**config.mk**
```make
export PLATFORM = sky130hd
export DESIGN_NAME = mealy_pattern_detector
export DESIGN_NICKNAME = d
export VERILOG_FILES = /design/src/rtl/mealy_pattern_detector.sv
export SDC_FILE = /design/constraint.sdc
export NUM_CORES = 1
export LEC_CHECK = 0
export ABC_AREA = 0
export CAP_MARGIN = 10
export CORE_AREA = 3 3 40 42
export DETAILED_ROUTE_END_ITERATION = 7
export DIE_AREA = 0 0 43 45
export HOLD_SLACK_MARGIN = 0.02
export PLACE_DENSITY = 0.75
export SLEW_MARGIN = 40
export SYNTH_ARGS = -nofsm -noshare
export SYNTH_HDL_FRONTEND = slang
export SYNTH_SLANG_ARGS = --single-unit
```
**constraint.sdc**
```tcl
create_clock -name clock -period 4.75 [get_ports clock]
set_clock_uncertainty 0.05 [all_clocks]
set_input_delay 0.95 -clock clock [delete_from_list [all_inputs] [get_ports clock]]
set_output_delay 0.95 -clock clock [all_outputs]
set_load 0.03 [all_outputs]
```
**src/rtl/mealy_pattern_detector.sv**
```systemverilog
// ============================================================================
//  Module      : mealy_pattern_detector
//  Description : Mealy detector matching a sliding WIDTH-bit window of a
//                qualified serial stream against two programmable patterns,
//                with overlapping/non-overlapping modes. Optional saturating
//                match counters are built when MEALY_MATCH_COUNT_EN is defined.
//  Revision    : 1.0 - initial release
// ============================================================================
`default_nettype none

module mealy_pattern_detector #(
    parameter int WIDTH = 3,
    parameter int CNT_W = 8
) (
    input  logic             clock,
    input  logic             reset_n,
    input  logic             clear,
    input  logic             in_valid,
    input  logic             i,
    input  logic             overlap,
    input  logic [WIDTH-1:0] pat_a,
    input  logic [WIDTH-1:0] pat_b,
    output logic [1:0]       o,
    output logic [CNT_W-1:0] count_a,
    output logic [CNT_W-1:0] count_b
);

    localparam int                FILL_W   = $clog2(WIDTH);
    localparam logic [FILL_W-1:0] c_FULL   = FILL_W'(WIDTH - 1);
    localparam logic [FILL_W-1:0] c_ONE    = FILL_W'(1);

    logic [WIDTH-2:0]  r_hist;
    logic [FILL_W-1:0] r_fill;

    logic [WIDTH-2:0]  w_hist_shift;
    logic [WIDTH-2:0]  w_hist_nxt;
    logic [FILL_W-1:0] w_fill_nxt;
    logic [WIDTH-1:0]  w_window;
    logic              w_accept;
    logic              w_arm;
    logic              w_match_a;
    logic              w_match_b;

    // Newest bit enters at bit 0; the oldest history bit falls off the top.
    generate
        if (WIDTH == 2) begin : g_hist_w2
            assign w_hist_shift = i;
        end else begin : g_hist_wn
            assign w_hist_shift = {r_hist[WIDTH-3:0], i};
        end
    endgenerate

    assign w_window  = {r_hist, i};
    assign w_accept  = in_valid & ~clear;
    assign w_arm     = w_accept & (r_fill == c_FULL);
    assign w_match_a = w_arm & (w_window == pat_a);
    assign w_match_b = w_arm & (w_window == pat_b);
    assign o         = {w_match_a, w_match_b};

    always_comb begin
        w_hist_nxt = r_hist;
        w_fill_nxt = r_fill;
        if (clear) begin
            w_hist_nxt = '0;
            w_fill_nxt = '0;
        end else if (in_valid) begin
            w_hist_nxt = w_hist_shift;
            if (!overlap && (w_match_a || w_match_b)) begin
                // Non-overlapping: the next match needs a fully fresh window.
                w_fill_nxt = '0;
            end else if (r_fill != c_FULL) begin
                w_fill_nxt = r_fill + c_ONE;
            end
        end
    end

    always_ff @(posedge clock or negedge reset_n) begin
        if (!reset_n) begin
            r_hist <= '0;
            r_fill <= '0;
        end else begin
            r_hist <= w_hist_nxt;
            r_fill <= w_fill_nxt;
        end
    end

`ifdef MEALY_MATCH_COUNT_EN
    logic [CNT_W-1:0] r_count_a;
    logic [CNT_W-1:0] r_count_b;

    // o is forced low during clear, so clear alone governs the counters then.
    always_ff @(posedge clock or negedge reset_n) begin
        if (!reset_n) begin
            r_count_a <= '0;
            r_count_b <= '0;
        end else if (clear) begin
            r_count_a <= '0;
            r_count_b <= '0;
        end else begin
            if (w_match_a && (r_count_a != {CNT_W{1'b1}})) begin
                r_count_a <= r_count_a + CNT_W'(1);
            end
            if (w_match_b && (r_count_b != {CNT_W{1'b1}})) begin
                r_count_b <= r_count_b + CNT_W'(1);
            end
        end
    end

    assign count_a = r_count_a;
    assign count_b = r_count_b;
`else
    assign count_a = '0;
    assign count_b = '0;
`endif

endmodule

`default_nettype wire

```
==> flow_summary.html, run 1 <==
<table>
<tr><th>Metric</th><th>Value</th></tr>
<tr><th colspan="2">CTS</th></tr>
<tr><td>Cell at the root of the clock tree</td><td>clkbuf_4</td></tr>
<tr><td>Htree depth</td><td>1</td></tr>
<tr><td>Setup Buffers After CTS</td><td>0</td></tr>
<tr><td>Total clock sinks</td><td>4</td></tr>
<tr><td>Skew-Pair Late Insertion Delay</td><td>230 ps</td></tr>
<tr><td>Clock transition at the registers of the reported paths</td><td>40 ps</td></tr>
<tr><td>Max clock buf depth</td><td>2</td></tr>
<tr><td>Number of instances resized during post-cts repair</td><td>0</td></tr>
<tr><td>Clock tree from TritonCTS</td><td>yes</td></tr>
<tr><td>Hold buffers post-CTS</td><td>0</td></tr>
<tr><td>Clock buffer count from CTS</td><td>3</td></tr>
<tr><th colspan="2">Layout</th></tr>
<tr><td>Seq. cell area</td><td>100 um2</td></tr>
<tr><td>Count of filler cells inserted in the layout</td><td>139</td></tr>
<tr><td>Number of antenna repair diodes</td><td>0</td></tr>
<tr><td>Most common cell after layout, fill and taps aside</td><td>conb_1</td></tr>
<tr><td>Area of the multi-input gates</td><td>236 um2</td></tr>
<tr><td>Signed area change from the synthesized netlist to the final layout</td><td>21.9%</td></tr>
<tr><td>Layout net count</td><td>75</td></tr>
<tr><td>Layout cells sized above 1</td><td>0.0833</td></tr>
<tr><td>Most frequent cells in the layout</td><td>conb_1 (16), clkdlybuf4s50_1 (13), xnor2_1 (6)</td></tr>
<tr><th colspan="2">Timing</th></tr>
<tr><td>RSZ-0062 raised after global routing</td><td>false</td></tr>
<tr><td>Max frequency</td><td>0.274 GHz</td></tr>
<tr><td>Max-slew violation count</td><td>0</td></tr>
<tr><td>Final Hold Fails</td><td>0</td></tr>
<tr><td>Shortest period the worst path allows</td><td>3650 ps</td></tr>
<tr><td>Total negative slack</td><td>0 ps</td></tr>
<tr><td>Fraction of the cycle the final worst path needs</td><td>0.768</td></tr>
<tr><td>Endpoints failing setup</td><td>0</td></tr>
<tr><th colspan="2">Power</th></tr>
<tr><td>Power density normalized to cell area</td><td>236 nW/um2</td></tr>
<tr><td>Leakage power</td><td>0.249 nW</td></tr>
<tr><td>Maximum ir drop on the vdd rail</td><td>0.000100 V</td></tr>
<tr><td>Total Power</td><td>0.000122 W</td></tr>
<tr><th colspan="2">Logic synthesis</th></tr>
<tr><td>Flop and latch count out of synthesis</td><td>4</td></tr>
<tr><td>Count of synthesis-stage warnings from yosys</td><td>0</td></tr>
<tr><td>Synth cell types</td><td>19</td></tr>
<tr><td>Cell area after synthesis</td><td>423 um2</td></tr>
<tr><td>Post-Synthesis Cells</td><td>47</td></tr>
<tr><td>Post-synthesis sequential area ratio</td><td>0.237</td></tr>
<tr><td>Per-instance average area after synthesis</td><td>9.00 um2</td></tr>
<tr><th colspan="2">Global route</th></tr>
<tr><td>Number of global-route vias before repair</td><td>294</td></tr>
<tr><td>Maximum number of pins on one net before global-route repair</td><td>8</td></tr>
<tr><td>Leftover overflow at the end of global routing</td><td>0</td></tr>
<tr><td>Antenna violations before repair</td><td>0</td></tr>
<tr><td>Global router's overall resource usage</td><td>0.0820</td></tr>
<tr><td>First-pass GRT wire length</td><td>1100 um</td></tr>
<tr><th colspan="2">Die</th></tr>
<tr><td>Effective utilization at floorplan</td><td>0.329</td></tr>
<tr><td>Number of top-level pins</td><td>30</td></tr>
<tr><td>Area of the die</td><td>1940 um2</td></tr>
<tr><td>Width of the die</td><td>43 um</td></tr>
<tr><td>Core ar.</td><td>1280 um2</td></tr>
<tr><td>Row count</td><td>13</td></tr>
<tr><td>Die boundary height</td><td>45 um</td></tr>
<tr><th colspan="2">Place</th></tr>
<tr><td>Gpl congestion</td><td>0.670</td></tr>
<tr><td>Port Buffer Count</td><td>13</td></tr>
<tr><td>Detailed-placement wirelength estimate</td><td>671 um</td></tr>
<tr><th colspan="2">Worst setup path</th></tr>
<tr><td>Crit path launch type</td><td>input pin</td></tr>
<tr><td>Type of the worst setup path</td><td>in2out</td></tr>
<tr><td>Buffers &amp; Inverters on Critical Path</td><td>2</td></tr>
<tr><td>Cells along the critical path</td><td>clkdlybuf4s50_1 -&gt; and3b_1 -&gt; and4_4 -&gt; clkdlybuf4s50_1</td></tr>
<tr><td>Worst-path cell with the longest stage delay</td><td>clkdlybuf4s50_1</td></tr>
<tr><td>Maximum fanout encountered on the critical timing path</td><td>7</td></tr>
<tr><td>Category of the worst setup path capture point</td><td>output pin</td></tr>
<tr><td>Stage delay of the slowest cell on the critical path</td><td>660 ps</td></tr>
<tr><td>Top delay family on crit path</td><td>buffers and inverters</td></tr>
<tr><td>CP most frequent cell</td><td>clkdlybuf4s50_1</td></tr>
<tr><td>Worst Path Required</td><td>3750 ps</td></tr>
<tr><td>Arrival time at the worst endpoint</td><td>2650 ps</td></tr>
<tr><th colspan="2">Routing</th></tr>
<tr><td>Count of TritonRoute iterations in the first routing pass</td><td>2</td></tr>
<tr><td>1st-iter DRT viols</td><td>2</td></tr>
<tr><td>Ratio of routed vias to standard cells</td><td>4.08</td></tr>
<tr><td>Wire length after detailed routing</td><td>751 um</td></tr>
<tr><td>Remaining antenna violation count after routing</td><td>0</td></tr>
<tr><td>Routed wire per std cell</td><td>10.0 um</td></tr>
<tr><td>Via Count</td><td>306</td></tr>
<tr><td>Drt drc</td><td>0</td></tr>
<tr><th colspan="2">Run</th></tr>
<tr><td>Max-cap violation count</td><td>0</td></tr>
<tr><th colspan="2">Run status</th></tr>
<tr><td>Status</td><td>complete, no violations</td></tr>
<tr><th colspan="2">Worst hold path</th></tr>
<tr><td>Worst min-delay path class</td><td>reg2reg</td></tr>
</table>
-- cells by family (layout without fill, tap and decap cells) --
| kind of cell | after synthesis | count (layout) | synth area share |
|---|---|---|---|
| compound gates | 3 | 3 | 0.0533 |
| xor+xnor | 6 | 6 | 0.124 |
| fa+ha+maj | 1 | 1 | 0.0296 |
| buf+inv | 20 | 18 | 0.337 |
| flops | 4 | 4 | 0.237 |
| mux | 2 | 2 | 0.0473 |
| other cells | 1 | 16 | 0.00887 |
| simple gates | 10 | 10 | 0.163 |
-- where the power goes --
part / internal (W) / leakage (nW) / switching [W]
combinational: 0.0000156 / 0.182 / 0.0000258
sequential: 0.0000366 / 0.0534 / 0.00000219
clock: 0.0000282 / 0.0138 / 0.0000133
-- worst reg2reg max path, delay by kind of cell, from the launching register on --
family / cells / cell delay [ps]
simple gates: 3 / 700
flops: 1 / 360
fa+ha+maj: 1 / 230
compound gates: 1 / 200
buf+inv: 1 / 60
-- flip-flops by register name, summed over array words and instances, names as in the netlist --
register,cells
r_fill,2
r_hist,2
-- layer usage --
layer,part of all wire,GRT usage,vias to the layer above
li1,-,-,148
met1,0.36,0.0685,136
met2,0.50,0.144,20
met3,0.12,0.0279,2
met4,0.019,0.0904,0
met5,0,0,-
-- layout make-up --
cell class / instances / share of cell area
clock buffer: 3 / 0.0437
inverter: 2 / 0.0146
multi-input combinational: 38 / 0.459
sequential: 4 / 0.194
tap: 15 / 0.0364
timing repair buffer: 13 / 0.252
-- Yosys cell counts --
library cell,instances,area [um2]
xnor2_1,6,52.6
ha_1,1,12.5
inv_1,2,7.51
conb_1,1,3.75
and4_4,1,11.3
nor4_1,1,6.26
and4_2,1,10.0
mux2i_1,2,20.0
a211oi_1,1,7.51
and3b_1,1,8.76
nor2_1,2,7.51
a21oi_1,1,5.00
and3_1,1,6.26
dfrtp_1,4,100
o21ba_1,1,10.0
nor3_1,1,5.00
nor2b_1,1,6.26
nor3b_1,1,7.51
buf_4,18,135
-- stage by stage --
stage / utilization / hold slack (ps) / cell area [um2] / worst slack [ps] / instances
finish: 0.401 / 541 / 515 / 1100 / 75
global route: 0.401 / 603 / 515 / 1070 / 75
CTS: 0.401 / 555 / 515 / 1090 / 75
detailed placement: 0.384 / 547 / 493 / 1090 / 72
global placement: 0.384 / 530 / 493 / 1130 / 72
floorplan: - / 499 / 479 / 2240 / 62
-- final timing paths --
kind                       slack, ps       from  cells past startpoint        end
hold reg to reg                  540  r_hist[1]                      2  r_hist[1]
setup reg to reg                3020  r_fill[0]                      6  r_fill[0]
hold / removal                   540  r_hist[1]                      2  r_hist[1]
min in group asynchronous        870    reset_n                      1  r_hist[0]
max in group asynchronous       3620    reset_n                      1  r_fill[0]
setup / recovery                1100   in_valid                      4       o[0]
(Power assumes the default switching activity.)
==> inputs of run 2 (changes only) <==
==> constraint.sdc (replaced) <==
create_clock -name clock -period 3.52 [get_ports clock]
set_clock_uncertainty 0.05 [all_clocks]
set_input_delay 0.704 -clock clock [delete_from_list [all_inputs] [get_ports clock]]
set_output_delay 0.704 -clock clock [all_outputs]
set_load 0.03 [all_outputs]
==> run 2 against run 1 <==
Effect of this change:
- critical path depth unchanged
- die area is the same
- count of clock-buffer cells in the layout did not move
- critical endpoint unchanged
- largest cell class unchanged
==> flow_summary.html, run 2 (synthesized netlist as in run 1, its figures left out) <==
<table>
<tr><th>Metric</th><th>Value</th></tr>
<tr><th colspan="2">Worst setup path</th></tr>
<tr><td>Arrival time at the worst endpoint</td><td>2410 ps (-240 ps)</td></tr>
<tr><td>Type of the worst setup path</td><td>in2out</td></tr>
<tr><td>Top delay family on crit path</td><td>buffers and inverters</td></tr>
<tr><td>Crit path launch type</td><td>input pin</td></tr>
<tr><td>Stage delay of the slowest cell on the critical path</td><td>660 ps (about the same)</td></tr>
<tr><td>Buffers &amp; Inverters on Critical Path</td><td>2 (unchanged)</td></tr>
<tr><td>Cells along the critical path</td><td>clkdlybuf4s50_1 -&gt; and3b_1 -&gt; and4_4 -&gt; clkdlybuf4s50_1</td></tr>
<tr><td>Maximum fanout encountered on the critical timing path</td><td>7 (unchanged)</td></tr>
<tr><td>Category of the worst setup path capture point</td><td>output pin</td></tr>
<tr><td>Worst Path Required</td><td>2770 ps (-980 ps)</td></tr>
<tr><td>Worst-path cell with the longest stage delay</td><td>clkdlybuf4s50_1</td></tr>
<tr><td>CP most frequent cell</td><td>clkdlybuf4s50_1</td></tr>
<tr><th colspan="2">Layout</th></tr>
<tr><td>Most common cell after layout, fill and taps aside</td><td>conb_1</td></tr>
<tr><td>Seq. cell area</td><td>100 um2 (unchanged)</td></tr>
<tr><td>Number of antenna repair diodes</td><td>0 (unchanged)</td></tr>
<tr><td>Layout net count</td><td>75 (unchanged)</td></tr>
<tr><td>Most frequent cells in the layout</td><td>conb_1 (16), clkdlybuf4s50_1 (13), xnor2_1 (6)</td></tr>
<tr><td>Number of standard cells in the final layout excluding fillers</td><td>75 (unchanged)</td></tr>
<tr><td>Count of filler cells inserted in the layout</td><td>147 (+5.8%)</td></tr>
<tr><td>Area of the multi-input gates</td><td>236 um2 (unchanged)</td></tr>
<tr><td>Leading registers by flop count</td><td>r_fill (2), r_hist (2)</td></tr>
<tr><td>Signed area change from the synthesized netlist to the final layout</td><td>21.9% (unchanged)</td></tr>
<tr><td>Layout cells sized above 1</td><td>0.0833 (unchanged)</td></tr>
<tr><th colspan="2">Die</th></tr>
<tr><td>Effective utilization at floorplan</td><td>0.329 (unchanged)</td></tr>
<tr><td>Width of the die</td><td>43 um (unchanged)</td></tr>
<tr><td>Number of top-level pins</td><td>30 (unchanged)</td></tr>
<tr><td>Core ar.</td><td>1280 um2 (unchanged)</td></tr>
<tr><td>Area of the die</td><td>1940 um2 (unchanged)</td></tr>
<tr><td>Row count</td><td>13 (unchanged)</td></tr>
<tr><td>Die boundary height</td><td>45 um (unchanged)</td></tr>
<tr><th colspan="2">CTS</th></tr>
<tr><td>Number of instances resized during post-cts repair</td><td>0 (unchanged)</td></tr>
<tr><td>Clock transition at the registers of the reported paths</td><td>40 ps (about the same)</td></tr>
<tr><td>Htree depth</td><td>1 (unchanged)</td></tr>
<tr><td>Hold buffers post-CTS</td><td>0 (unchanged)</td></tr>
<tr><td>Skew-Pair Late Insertion Delay</td><td>230 ps (about the same)</td></tr>
<tr><td>Cell at the root of the clock tree</td><td>clkbuf_4</td></tr>
<tr><td>Clock buffer count from CTS</td><td>3 (unchanged)</td></tr>
<tr><td>Setup Buffers After CTS</td><td>0 (unchanged)</td></tr>
<tr><td>Clock tree from TritonCTS</td><td>yes</td></tr>
<tr><td>Total clock sinks</td><td>4 (unchanged)</td></tr>
<tr><td>Max clock buf depth</td><td>2 (unchanged)</td></tr>
<tr><th colspan="2">Power</th></tr>
<tr><td>Power density normalized to cell area</td><td>319 nW/um2 (+35%)</td></tr>
<tr><td>Total Power</td><td>0.000164 W (+35%)</td></tr>
<tr><td>Leakage power</td><td>0.249 nW (unchanged)</td></tr>
<tr><td>Maximum ir drop on the vdd rail</td><td>0.000133 V (+33%)</td></tr>
<tr><th colspan="2">Global route</th></tr>
<tr><td>Global router's overall resource usage</td><td>0.0862 (+0.00418)</td></tr>
<tr><td>Antenna violations before repair</td><td>0 (unchanged)</td></tr>
<tr><td>Leftover overflow at the end of global routing</td><td>0 (unchanged)</td></tr>
<tr><td>First-pass GRT wire length</td><td>1170 um (+6.3%)</td></tr>
<tr><td>Number of global-route vias before repair</td><td>306 (+4.1%)</td></tr>
<tr><td>Maximum number of pins on one net before global-route repair</td><td>8 (unchanged)</td></tr>
<tr><th colspan="2">Place</th></tr>
<tr><td>Detailed-placement wirelength estimate</td><td>659 um (-1.8%)</td></tr>
<tr><td>Total instance count after detailed placement</td><td>72 (unchanged)</td></tr>
<tr><td>Port Buffer Count</td><td>13 (unchanged)</td></tr>
<tr><td>Gpl congestion</td><td>0.670 (about the same)</td></tr>
<tr><th colspan="2">Timing</th></tr>
<tr><td>Final Hold Fails</td><td>0 (unchanged)</td></tr>
<tr><td>Max-slew violation count</td><td>0 (unchanged)</td></tr>
<tr><td>Max frequency</td><td>0.316 GHz</td></tr>
<tr><td>Fraction of the cycle the final worst path needs</td><td>0.899</td></tr>
<tr><td>RSZ-0062 raised after global routing</td><td>false</td></tr>
<tr><td>Shortest period the worst path allows</td><td>3160 ps</td></tr>
<tr><td>Endpoints failing setup</td><td>0 (unchanged)</td></tr>
<tr><td>Total negative slack</td><td>0 ps (unchanged)</td></tr>
<tr><th colspan="2">Routing</th></tr>
<tr><td>Wire length after detailed routing</td><td>736 um (-2.0%)</td></tr>
<tr><td>Routed wire per std cell</td><td>9.81 um (-2.0%)</td></tr>
<tr><td>1st-iter DRT viols</td><td>1 (-1)</td></tr>
<tr><td>Count of TritonRoute iterations in the first routing pass</td><td>4 (+2)</td></tr>
<tr><td>Remaining antenna violation count after routing</td><td>0 (unchanged)</td></tr>
<tr><td>Ratio of routed vias to standard cells</td><td>4.07 (-0.33%)</td></tr>
<tr><td>Drt drc</td><td>0 (unchanged)</td></tr>
<tr><td>Via Count</td><td>305 (-0.33%)</td></tr>
<tr><th colspan="2">Worst hold path</th></tr>
<tr><td>Worst min-delay path class</td><td>reg2reg</td></tr>
<tr><th colspan="2">Run</th></tr>
<tr><td>Max-cap violation count</td><td>0 (unchanged)</td></tr>
<tr><th colspan="2">Run status</th></tr>
<tr><td>Status</td><td>complete, no violations</td></tr>
</table>
-- run 2: final timing paths --
path	start	end	slack, ps	depth (start not counted)
setup / recovery	in_valid	o[0]	360	4
max in group asynchronous	reset_n	r_fill[0]	2630	1
setup reg to reg	r_fill[0]	r_fill[0]	1770	6
min in group asynchronous	reset_n	r_hist[0]	620	1
hold reg to reg	r_hist[1]	r_hist[1]	540	2
hold / removal	r_hist[1]	r_hist[1]	540	2
-- run 2: through the flow --
step / hold slack (ps) / instance area [um2] / setup slack, ps / utilization
finish: 542 / 515 / 357 / 0.401
global route: 601 / 515 / 292 / 0.401
CTS: 548 / 515 / 349 / 0.401
detailed placement: 539 / 493 / 347 / 0.384
global placement: 530 / 493 / 389 / 0.384
floorplan: 358 / 479 / 1500 / -
-- run 2: worst reg2reg max path: cells and delay by family (launching register included) --
family / cells / cell delay, ps
buffers and inverters: 1 / 50
adders and majority gates: 1 / 230
and+or+nand+nor: 3 / 720
DFF: 1 / 360
AOI/OAI and AO/OA: 1 / 200
-- run 2: final cells by class --
| class | instances | area share |
|---|---|---|
| clock buffer | 3 | 0.0437 |
| sequential | 4 | 0.194 |
| tap | 15 | 0.0364 |
| timing repair buffer | 13 | 0.252 |
| multi-input combinational | 38 | 0.459 |
| inverter | 2 | 0.0146 |
-- run 2: power breakdown --
part / internal [W] / total (W) / switching (W)
combinational: 0.0000211 / 0.0000560 / 0.0000349
clock: 0.0000381 / 0.0000560 / 0.0000180
sequential: 0.0000495 / 0.0000524 / 0.00000293
-- run 2: metal layers --
metal	track usage	part of all wire	routed length, um	vias up
met5	0	0	0	-
met3	0.0279	0.13	95	2
met2	0.150	0.50	365	20
met1	0.0758	0.35	259	136
met4	0.0904	0.019	14	0
li1	-	-	-	147
==> inputs of run 3 (changes only) <==
==> constraint.sdc (replaced) <==
create_clock -name clock -period 3.2 [get_ports clock]
set_clock_uncertainty 0.05 [all_clocks]
set_input_delay 0.64 -clock clock [delete_from_list [all_inputs] [get_ports clock]]
set_output_delay 0.64 -clock clock [all_outputs]
set_load 0.03 [all_outputs]
==> run 3 against run 2 <==
Effect of this change:
- largest power group unchanged
- cell count is 1.3% higher
- combinational power increased by 11%
- wire length is 0.27% higher
- critical path type unchanged
- die area unchanged
- global-route usage fell by 0.84 points
- sequential share of layout area down 0.28 points
- hold slack better by 6.1 ps
- highest routed layer unchanged
- sequential cell count unchanged
- power increased by 9.9%
- non-clock buffer count increased by 1
==> flow_summary.html, run 3 (synthesized netlist as in run 1, its figures left out) <==
<table>
<tr><th>Metric</th><th>Value</th></tr>
<tr><th colspan="2">Run status</th></tr>
<tr><td>Status</td><td>complete, no violations</td></tr>
<tr><th colspan="2">Worst setup path</th></tr>
<tr><td>Worst-case register-to-register setup slack</td><td>1590 ps (-180 ps)</td></tr>
<tr><td>Top delay family on crit path</td><td>buffers and inverters</td></tr>
<tr><td>Depth of the most critical reg-to-reg path</td><td>6 (unchanged)</td></tr>
<tr><td>Reg2Reg Capture Point</td><td>r_fill[0]</td></tr>
<tr><td>Maximum fanout encountered on the critical timing path</td><td>5 (-2)</td></tr>
<tr><td>Stage delay of the slowest cell on the critical path</td><td>670 ps (about the same)</td></tr>
<tr><td>Worst-path cell with the longest stage delay</td><td>clkdlybuf4s50_1</td></tr>
<tr><td>Cells along the critical path</td><td>clkdlybuf4s50_1 -&gt; and3b_1 -&gt; and4_2 -&gt; clkdlybuf4s50_1</td></tr>
<tr><td>Worst Path Required</td><td>2510 ps (-260 ps)</td></tr>
<tr><td>Crit path launch type</td><td>input pin</td></tr>
<tr><td>Buffers &amp; Inverters on Critical Path</td><td>2 (unchanged)</td></tr>
<tr><td>CP most frequent cell</td><td>clkdlybuf4s50_1</td></tr>
<tr><td>Arrival time at the worst endpoint</td><td>2270 ps (-140 ps)</td></tr>
<tr><td>Crit Reg-Reg Startpoint</td><td>r_fill[0]</td></tr>
<tr><td>Type of the worst setup path</td><td>in2out</td></tr>
<tr><td>Category of the worst setup path capture point</td><td>output pin</td></tr>
<tr><th colspan="2">Layout</th></tr>
<tr><td>Leading registers by flop count</td><td>r_fill (2), r_hist (2)</td></tr>
<tr><td>Most frequent cells in the layout</td><td>conb_1 (16), clkdlybuf4s50_1 (13), xnor2_1 (6)</td></tr>
<tr><td>Summed area of non-filler cells in the final layout</td><td>523 um2 (+1.5%)</td></tr>
<tr><td>Layout cells sized above 1</td><td>0.0984 (+0.0150)</td></tr>
<tr><td>Most common cell after layout, fill and taps aside</td><td>conb_1</td></tr>
<tr><td>Signed area change from the synthesized netlist to the final layout</td><td>23.7%</td></tr>
<tr><td>Number of antenna repair diodes</td><td>0 (unchanged)</td></tr>
<tr><td>Final core occ</td><td>0.407 (+0.00584)</td></tr>
<tr><td>Layout net count</td><td>76 (+1.3%)</td></tr>
<tr><td>Count of filler cells inserted in the layout</td><td>139 (-5.4%)</td></tr>
<tr><th colspan="2">CTS</th></tr>
<tr><td>Total clock sinks</td><td>4 (unchanged)</td></tr>
<tr><td>Skew-Pair Late Insertion Delay</td><td>230 ps (about the same)</td></tr>
<tr><td>Hold buffers post-CTS</td><td>0 (unchanged)</td></tr>
<tr><td>Clock transition at the registers of the reported paths</td><td>30 ps (about the same)</td></tr>
<tr><td>Clock tree from TritonCTS</td><td>yes</td></tr>
<tr><td>Setup Buffers After CTS</td><td>0 (unchanged)</td></tr>
<tr><td>Max clock buf depth</td><td>2 (unchanged)</td></tr>
<tr><td>Htree depth</td><td>1 (unchanged)</td></tr>
<tr><td>Cell at the root of the clock tree</td><td>clkbuf_4</td></tr>
<tr><td>Number of instances resized during post-cts repair</td><td>0 (unchanged)</td></tr>
<tr><td>Clock buffer count from CTS</td><td>3 (unchanged)</td></tr>
<tr><th colspan="2">Die</th></tr>
<tr><td>Area of the die</td><td>1940 um2 (unchanged)</td></tr>
<tr><td>Width of the die</td><td>43 um (unchanged)</td></tr>
<tr><td>Row count</td><td>13 (unchanged)</td></tr>
<tr><td>Effective utilization at floorplan</td><td>0.329 (unchanged)</td></tr>
<tr><td>Die boundary height</td><td>45 um (unchanged)</td></tr>
<tr><td>Number of top-level pins</td><td>30 (unchanged)</td></tr>
<tr><td>Core ar.</td><td>1280 um2 (unchanged)</td></tr>
<tr><th colspan="2">Routing</th></tr>
<tr><td>Ratio of routed vias to standard cells</td><td>4.07 (about the same)</td></tr>
<tr><td>Routed wire per std cell</td><td>9.71 um (-1.0%)</td></tr>
<tr><td>Wire length after detailed routing</td><td>738 um (+0.27%)</td></tr>
<tr><td>Remaining antenna violation count after routing</td><td>0 (unchanged)</td></tr>
<tr><td>Count of TritonRoute iterations in the first routing pass</td><td>2 (-2)</td></tr>
<tr><td>1st-iter DRT viols</td><td>3 (+2)</td></tr>
<tr><td>Drt drc</td><td>0 (unchanged)</td></tr>
<tr><td>Via Count</td><td>309 (+1.3%)</td></tr>
<tr><th colspan="2">Power</th></tr>
<tr><td>Sw Ratio</td><td>0.335 (-0.00428)</td></tr>
<tr><td>Total Power</td><td>0.000181 W (+9.9%)</td></tr>
<tr><td>Power density normalized to cell area</td><td>346 nW/um2 (+8.3%)</td></tr>
<tr><td>Internal power contribution</td><td>0.000120 W (+11%)</td></tr>
<tr><td>Sequential fraction of design power</td><td>0.319 (about the same)</td></tr>
<tr><td>Comb power frac</td><td>0.345 (+0.004)</td></tr>
<tr><td>Psw</td><td>0.0000606 W (+8.5%)</td></tr>
<tr><td>Maximum ir drop on the vdd rail</td><td>0.000171 V (+29%)</td></tr>
<tr><td>Leakage power</td><td>0.254 nW (+1.9%)</td></tr>
<tr><td>Clk network pwr share</td><td>0.336 (-0.005)</td></tr>
<tr><th colspan="2">Timing</th></tr>
<tr><td>Hold_ws</td><td>549 ps (+6.13 ps)</td></tr>
<tr><td>Final Hold Fails</td><td>0 (unchanged)</td></tr>
<tr><td>Shortest period the worst path allows</td><td>2960 ps</td></tr>
<tr><td>Total negative slack</td><td>0 ps (unchanged)</td></tr>
<tr><td>Fraction of the cycle the final worst path needs</td><td>0.924</td></tr>
<tr><td>Max-slew violation count</td><td>0 (unchanged)</td></tr>
<tr><td>Endpoints failing setup</td><td>0 (unchanged)</td></tr>
<tr><td>RSZ-0062 raised after global routing</td><td>false</td></tr>
<tr><td>Max frequency</td><td>0.338 GHz</td></tr>
<tr><th colspan="2">Global route</th></tr>
<tr><td>First-pass GRT wire length</td><td>1060 um (-8.9%)</td></tr>
<tr><td>Leftover overflow at the end of global routing</td><td>0 (unchanged)</td></tr>
<tr><td>Maximum number of pins on one net before global-route repair</td><td>7 (-1)</td></tr>
<tr><td>Global router's overall resource usage</td><td>0.0778 (-0.00843)</td></tr>
<tr><td>Number of global-route vias before repair</td><td>292 (-4.6%)</td></tr>
<tr><td>Antenna violations before repair</td><td>0 (unchanged)</td></tr>
<tr><th colspan="2">Place</th></tr>
<tr><td>Port Buffer Count</td><td>13 (unchanged)</td></tr>
<tr><td>Gpl congestion</td><td>0.759 (+13%)</td></tr>
<tr><td>Cell area after placement</td><td>500 um2 (+1.5%)</td></tr>
<tr><th colspan="2">Run</th></tr>
<tr><td>Max-cap violation count</td><td>0 (unchanged)</td></tr>
<tr><th colspan="2">Worst hold path</th></tr>
<tr><td>Worst min-delay path class</td><td>in2async</td></tr>
</table>
[run 3: changes by cell type in the layout (fill, tap and decap cells not counted), sizes merged]
cell	before	now
buf	0	1
[run 3: metrics by stage]
step / instances / setup WS, ps
after detailed placement: 73 / 224
final: 76 / 244
after global routing: 76 / 179
after global placement: 73 / 261
after floorplan: 62 / 1310
after CTS: 76 / 224
[run 3: layer usage]
metal,vias up,part of all wire,track usage
li1,151,-,-
met4,0,0.023,0.0904
met5,-,0,0
met2,20,0.48,0.123
met3,2,0.13,0.0159
met1,136,0.36,0.0805
[run 3: power by group through the flow]
stage / logic, W / registers (W) / clock network (W)
after floorplan: 0.0000564 / 0.0000574 / 0
after global placement: 0.0000612 / 0.0000578 / 0
after detailed placement: 0.0000622 / 0.0000583 / 0
after CTS: 0.0000625 / 0.0000576 / 0.0000655
after global routing: 0.0000675 / 0.0000578 / 0.0000660
final: 0.0000623 / 0.0000577 / 0.0000607
[run 3: how the worst max path moves through the flow]
stage	start	endpoint	slack (ps)	cells after the start
2_1_floorplan	clear	o[0]	1310	3
3_3_place_gp	clear	o[0]	260	4
3_5_place_dp	clear	o[1]	220	4
4_1_cts	clear	o[1]	220	4
5_1_grt	clear	o[1]	180	4
6_report	clear	o[1]	240	4
[run 3: layout make-up]
cell class,instances,area [um2],area share
repair buffers,14,138,0.263
multi-input cells,38,236,0.452
well taps,15,18.8,0.0359
inverters,2,7.51,0.0144
clock buffers,3,22.5,0.0431
flip-flops and latches,4,100,0.191
